<file path="config.mk">
export PLATFORM = sky130hd
export DESIGN_NAME = branch_target_buffer
export DESIGN_NICKNAME = d
export VERILOG_FILES = /design/src/rtl/branch_target_buffer.sv
export SDC_FILE = /design/constraint.sdc
export NUM_CORES = 2
export LEC_CHECK = 0
export ABC_AREA = 0
export CAP_MARGIN = 0
export CORE_AREA = 2 2 355 287
export DETAILED_ROUTE_END_ITERATION = 6
export DIE_AREA = 0 0 357 289
export GPL_TIMING_DRIVEN = 0
export HOLD_SLACK_MARGIN = 0.05
export PLACE_DENSITY = 0.75
export SLEW_MARGIN = 40
export SYNTH_ARGS = -nofsm -noshare
export SYNTH_HDL_FRONTEND = slang
export SYNTH_SLANG_ARGS = --single-unit
</file>
<file path="constraint.sdc">
create_clock -name clk -period 5.9 [get_ports clk]
set_input_delay 0.885 -clock clk [delete_from_list [all_inputs] [get_ports clk]]
set_output_delay 0.885 -clock clk [all_outputs]
set_load 0.05 [all_outputs]
</file>
<file path="src/rtl/branch_target_buffer.sv">
// rtl/branch_target_buffer.sv - direct-mapped branch target buffer for the fetch stage
//
// Purpose:
//   Looks up the fetch PC every cycle and returns a predicted next PC. Entries
//   (valid, tag, target, 2-bit saturating counter) are trained by resolved-branch
//   feedback from EX. Lookup is combinational; updates land on the next edge.
//
// Configuration macro:
//   BTB_BYPASS_EN - when defined, a same-cycle update to the looked-up index is
//                   forwarded to the lookup outputs (not while i_flush is high).
//
// Ports:
//   clk, rst_n          clock, asynchronous active-low reset
//   i_lookup_valid      fetch PC valid
//   i_lookup_pc         fetch PC (word aligned)
//   o_hit               valid entry with matching tag
//   o_prediction        TAKEN iff hit and counter msb set
//   o_next_pc           predicted next fetch PC
//   i_upd_valid         EX feedback valid
//   i_upd_pc            PC of resolved branch/jump
//   i_upd_target        resolved target
//   i_upd_outcome       resolved outcome
//   i_upd_is_jump       update is an unconditional jump
//   i_flush             invalidate all entries

`ifndef ADDR_WIDTH
`define ADDR_WIDTH 32
`endif

package mips_core_pkg;
    typedef enum logic {
        NOT_TAKEN = 1'b0,
        TAKEN     = 1'b1
    } BranchOutcome;
endpackage

module branch_target_buffer #(
    parameter int unsigned ENTRIES = 16
) (
    input  logic                            clk,
    input  logic                            rst_n,
    input  logic                            i_lookup_valid,
    input  logic [`ADDR_WIDTH-1:0]          i_lookup_pc,
    output logic                            o_hit,
    output mips_core_pkg::BranchOutcome     o_prediction,
    output logic [`ADDR_WIDTH-1:0]          o_next_pc,
    input  logic                            i_upd_valid,
    input  logic [`ADDR_WIDTH-1:0]          i_upd_pc,
    input  logic [`ADDR_WIDTH-1:0]          i_upd_target,
    input  mips_core_pkg::BranchOutcome     i_upd_outcome,
    input  logic                            i_upd_is_jump,
    input  logic                            i_flush
);
    import mips_core_pkg::*;

    localparam int unsigned INDEX_BITS = $clog2(ENTRIES);
    localparam int unsigned TAG_W      = `ADDR_WIDTH - INDEX_BITS - 2;

    logic [ENTRIES-1:0]     valid_q;
    logic [TAG_W-1:0]       tag_q    [ENTRIES];
    logic [`ADDR_WIDTH-1:0] target_q [ENTRIES];
    logic [1:0]             ctr_q    [ENTRIES];

    logic [INDEX_BITS-1:0]  lk_idx;
    logic [TAG_W-1:0]       lk_tag;
    logic [INDEX_BITS-1:0]  upd_idx;
    logic [TAG_W-1:0]       upd_tag;
    logic                   upd_hit;
    logic                   upd_taken;

    // Next value of the entry at upd_idx
    logic                   wr_en;
    logic [TAG_W-1:0]       tag_d;
    logic [`ADDR_WIDTH-1:0] target_d;
    logic [1:0]             ctr_d;

    logic                   rd_valid;
    logic [TAG_W-1:0]       rd_tag;
    logic [`ADDR_WIDTH-1:0] rd_target;
    logic [1:0]             rd_ctr;
    logic                   pred_taken;

    // Byte-offset bits never participate in index or tag
    logic unused_pc_bits;
    assign unused_pc_bits = ^{i_lookup_pc[1:0], i_upd_pc[1:0]};

    assign lk_idx    = i_lookup_pc[INDEX_BITS+1:2];
    assign lk_tag    = i_lookup_pc[`ADDR_WIDTH-1:INDEX_BITS+2];
    assign upd_idx   = i_upd_pc[INDEX_BITS+1:2];
    assign upd_tag   = i_upd_pc[`ADDR_WIDTH-1:INDEX_BITS+2];
    assign upd_hit   = valid_q[upd_idx] && (tag_q[upd_idx] == upd_tag);
    assign upd_taken = (i_upd_outcome == TAKEN);

    always_comb begin
        wr_en    = 1'b0;
        tag_d    = upd_tag;
        target_d = target_q[upd_idx];
        ctr_d    = ctr_q[upd_idx];
        if (i_upd_valid) begin
            if (!upd_hit) begin
                // Not-taken misses are not worth an entry; taken misses replace
                if (upd_taken) begin
                    wr_en    = 1'b1;
                    target_d = i_upd_target;
                    ctr_d    = i_upd_is_jump ? 2'b11 : 2'b10;
                end
            end else begin
                wr_en = 1'b1;
                if (upd_taken) begin
                    target_d = i_upd_target;
                    if (i_upd_is_jump || ctr_q[upd_idx] == 2'b11) begin
                        ctr_d = 2'b11;
                    end else begin
                        ctr_d = ctr_q[upd_idx] + 2'd1;
                    end
                end else if (ctr_q[upd_idx] != 2'b00) begin
                    ctr_d = ctr_q[upd_idx] - 2'd1;
                end
            end
        end
    end

    always_ff @(posedge clk or negedge rst_n) begin
        if (!rst_n) begin
            valid_q <= '0;
            for (int i = 0; i < int'(ENTRIES); i++) begin
                tag_q[i]    <= '0;
                target_q[i] <= '0;
                ctr_q[i]    <= 2'b01;
            end
        end else if (i_flush) begin
            // Flush wins: any update in the same cycle is dropped
            valid_q <= '0;
        end else if (wr_en) begin
            valid_q[upd_idx]  <= 1'b1;
            tag_q[upd_idx]    <= tag_d;
            target_q[upd_idx] <= target_d;
            ctr_q[upd_idx]    <= ctr_d;
        end
    end

`ifdef BTB_BYPASS_EN
    logic fwd;
    assign fwd = wr_en && !i_flush && (upd_idx == lk_idx);

    always_comb begin
        rd_valid  = valid_q[lk_idx];
        rd_tag    = tag_q[lk_idx];
        rd_target = target_q[lk_idx];
        rd_ctr    = ctr_q[lk_idx];
        if (fwd) begin
            rd_valid  = 1'b1;
            rd_tag    = tag_d;
            rd_target = target_d;
            rd_ctr    = ctr_d;
        end
    end
`else
    always_comb begin
        rd_valid  = valid_q[lk_idx];
        rd_tag    = tag_q[lk_idx];
        rd_target = target_q[lk_idx];
        rd_ctr    = ctr_q[lk_idx];
    end
`endif

    assign o_hit        = i_lookup_valid && rd_valid && (rd_tag == lk_tag);
    assign pred_taken   = o_hit && rd_ctr[1];
    assign o_prediction = pred_taken ? TAKEN : NOT_TAKEN;
    assign o_next_pc    = pred_taken ? rd_target : (i_lookup_pc + `ADDR_WIDTH'(4));

endmodule

</file>
==> out/metrics.yaml <==
outcome: "finished, violations left"
violations: "design-rule violations, negative setup slack"
synth.yosys.seq_area_share_pct: 44.9
skew_ns: 0.0468
dieArea_mm2: 0.103
irDropWorstVdd_mv: 0.242
avgViaCountPerCell: 7.21
syn-num-nets: 3638
synth_area_per_cell_um2: 15.4
fin_util_pct: 62.3
cpPeakStageDelay_ns: 0.60
drv_cap: 0
synth.most_common_cell: "dfrtp_1"
synth_ff_type: "dfrtp_1"
ant_nets: 0
yosysUniqueCellTypes: 84
start_util_pct: 54.6
hp-start: "ctr_q[18]"
grt_pass1_vias: 37308
rsz0062_at_grt: "no"
antenna_found_initial: 5
place_congestion: 1.04
dpl.cell_count: 4985
fmax_mhz: 169
hp-class: "reg -> reg"
synthArstFlopShare_pct: 100
critical_path.top_delay_family: "buffers and inverters"
die_h_um: 289
cp.required_ns: 5.02
syn_inst: 3532
fin_nets: 3901
cts_tree: "done"
worstMarginPinSlew_ns: 0.938
hold_viol: 0
drtIter0Drc: 5566
finalSetupViolCount: 2
wl_mm: 190
post-synth-top-area-fraction_pct: 44.1
cp-end-kind: "primary output"
crit_chain: "dlygate4sd2_1 > buf_12 > buf_8 > buf_12 > buf_6 > clkbuf_4 > clkbuf_1 > clkbuf_2 > mux4_2 > mux4_2 > mux2_2 > buf_6"
powerDensity_mw_per_mm2: 284
setup_slack_ns: -0.0162
fp.coreArea_mm2: 0.0997
synth_common_cells: "960 x dfrtp_1, 857 x mux2_2, 538 x mux4_2, 137 x clkbuf_1, 124 x mux2_1"
fillers: 7412
rows: 104
final.setup.tns_ns: -0.0182
clk_latency_ns: 0.73
dr.pass1.iters: 7
timing.rr.end: "tag_q[350]"
synth_edf_count: 0
r2r_slack_ns: 0.96
clk_pin_slew_ns: 0.07
crit_path_start_kind: "input pin"
worstPathMaxFanout: 10
netlist_area_mm2: 0.0545
synth-seq-cells: 976
relSlewSlack_pct: 37.5
r2r_start: "tag_q[105]"
ios: 137
synth_top_cell_by_area: "dfrtp_1"
grt_first_pass_wirelength_mm: 270
yosys_warnings: 0
drive_gt1_share_pct: 51.3
crit_type: "in -> out"
vias: 37502
dpl.hpwl_mm: 130
r2r_cells: 11
cts_root_buffer: "clkbuf_16"
min_delay_path_depth: 2
cts_buffer_depth: 3
drc: 2
numCtsBuffers: 99
slew_violations: 0
die_w_um: 357
syn_to_final_growth_pct: 14.1
critPathBufInv: 9
grt_max_degree: 111
io_buffers: 115
fin_cells: 5204
finalCritPeriodShare_pct: 100
grt_usage_pct: 37.1
synth_area_leaders: "dfrtp_1 44%, mux4_2 22%, mux2_2 18%"
pre_cts_ws_ns: -2.50
p_leak_nw: 27.8
cts_sinks: 976
grt-ovfl-total: 0
wl_per_cell_um: 36.6
finalCriticalPeriod_ns: 5.92
slowest_stage: "mux4_2"
cp.arrival_ns: 5.03
holdPathEnd: "ctr_q[18]"
cts_max_level: 3
-- kinds of logic (layout without fill, tap and decap cells) --
group	after synthesis	in the layout	synth area share, %
buf+inv	374	717	3.55
mux	1622	1622	44.7
compound gates	223	223	2.81
flops	976	976	44.9
fa+ha+maj	3	3	0.0689
xor+xnor	86	86	1.38
simple gates	248	248	2.64
other cells	0	4	0
-- layout by cell type, fill, tap and decap left out, drive strengths merged, types with 22 or more instances in the layout --
cell,Yosys,layout
mux2,982,982
dfrtp,960,960
mux4,546,546
buf,206,285
clkbuf,140,274
mux2i,94,94
clkdlybuf4s50,0,78
nand2,60,60
xnor2,60,60
o21ai,50,50
nor2,44,44
nor3,34,34
a21oi,33,33
inv,27,30
nand3,28,28
clkinv,1,28
xor2,26,26
o31ai,26,26
a211oi,26,26
nor2b,22,22
-- final cells by class --
type | count | area, um^2 | share of cell area (%)
Inverter | 28 | 105 | 0.169
Tap cell | 1325 | 1660 | 2.67
Clock inverter | 46 | 599 | 0.965
Multi-Input combinational cell | 2182 | 28300 | 45.6
Buffer | 346 | 2360 | 3.80
Antenna cell | 4 | 10.0 | 0.0161
Timing Repair Buffer | 162 | 1810 | 2.92
Clock buffer | 135 | 2820 | 4.54
Sequential cell | 976 | 24400 | 39.3
-- through the flow --
step                      power (mW)  hold slack, ns  instance area (um^2)
after global placement          10.7           0.452                 57300
after floorplan                 9.69           0.439                 54500
after CTS                       17.5           0.462                 61600
after global routing            18.1           0.489                 62100
final                           17.7           0.459                 62100
after detailed placement        10.8           0.453                 57700
-- how the worst max path moves through the flow --
stage,startpoint,end,slack (ns),cells past startpoint
after floorplan,i_lookup_pc[2],o_next_pc[2],0.001,12
after global placement,rst_n,tag_q[125],-40.46,1
after detailed placement,i_lookup_pc[3],o_next_pc[6],-2.50,14
after CTS,i_lookup_pc[2],o_next_pc[23],0.0004,15
after global routing,i_lookup_pc[5],o_next_pc[26],0.005,13
final,i_lookup_pc[3],o_next_pc[28],-0.02,12
-- worst reg2reg max path, delay by kind of cell, from the launching register on --
kind	cells	cell delay, ns
compound gates	2	0.56
xor+xnor	1	0.70
buf+inv	2	0.89
flops	1	0.39
mux	4	1.19
simple gates	2	1.07
-- where the power goes --
| part | internal, mW | switching, mW |
|---|---|---|
| clock | 3.85 | 2.90 |
| combinational | 1.52 | 1.58 |
| sequential | 7.33 | 0.491 |
| total | 12.7 | 4.97 |
-- metal layers --
metal	wire length (um)	share of wire, %	vias up	global-route usage (%)
met5	188	0.099	-	1.14
met4	10100	5.3	10	16.6
met3	27200	14	569	15.1
li1	-	-	14305	-
met2	79800	42	2629	51.1
met1	73000	38	19989	51.8
-- state kept, by name (all words and copies together) (netlist names) --
| name | count |
|---|---|
| ctr_q | 32 |
| valid_q | 16 |
| target_q | 512 |
| tag_q | 416 |
-- timing repair --
item | 4_1_cts | 5_1_grt
resized for setup | 289 | 97
buffers inserted | 8 | 22
endpoints found under the setup margin | 34 | 40
pin swaps | 2 | 8
hold endpoints to repair | 49 | 0
hold buffers | 1 | 0
gates cloned | 1 | 2
Note: power is estimated with default switching activity, not from simulation.
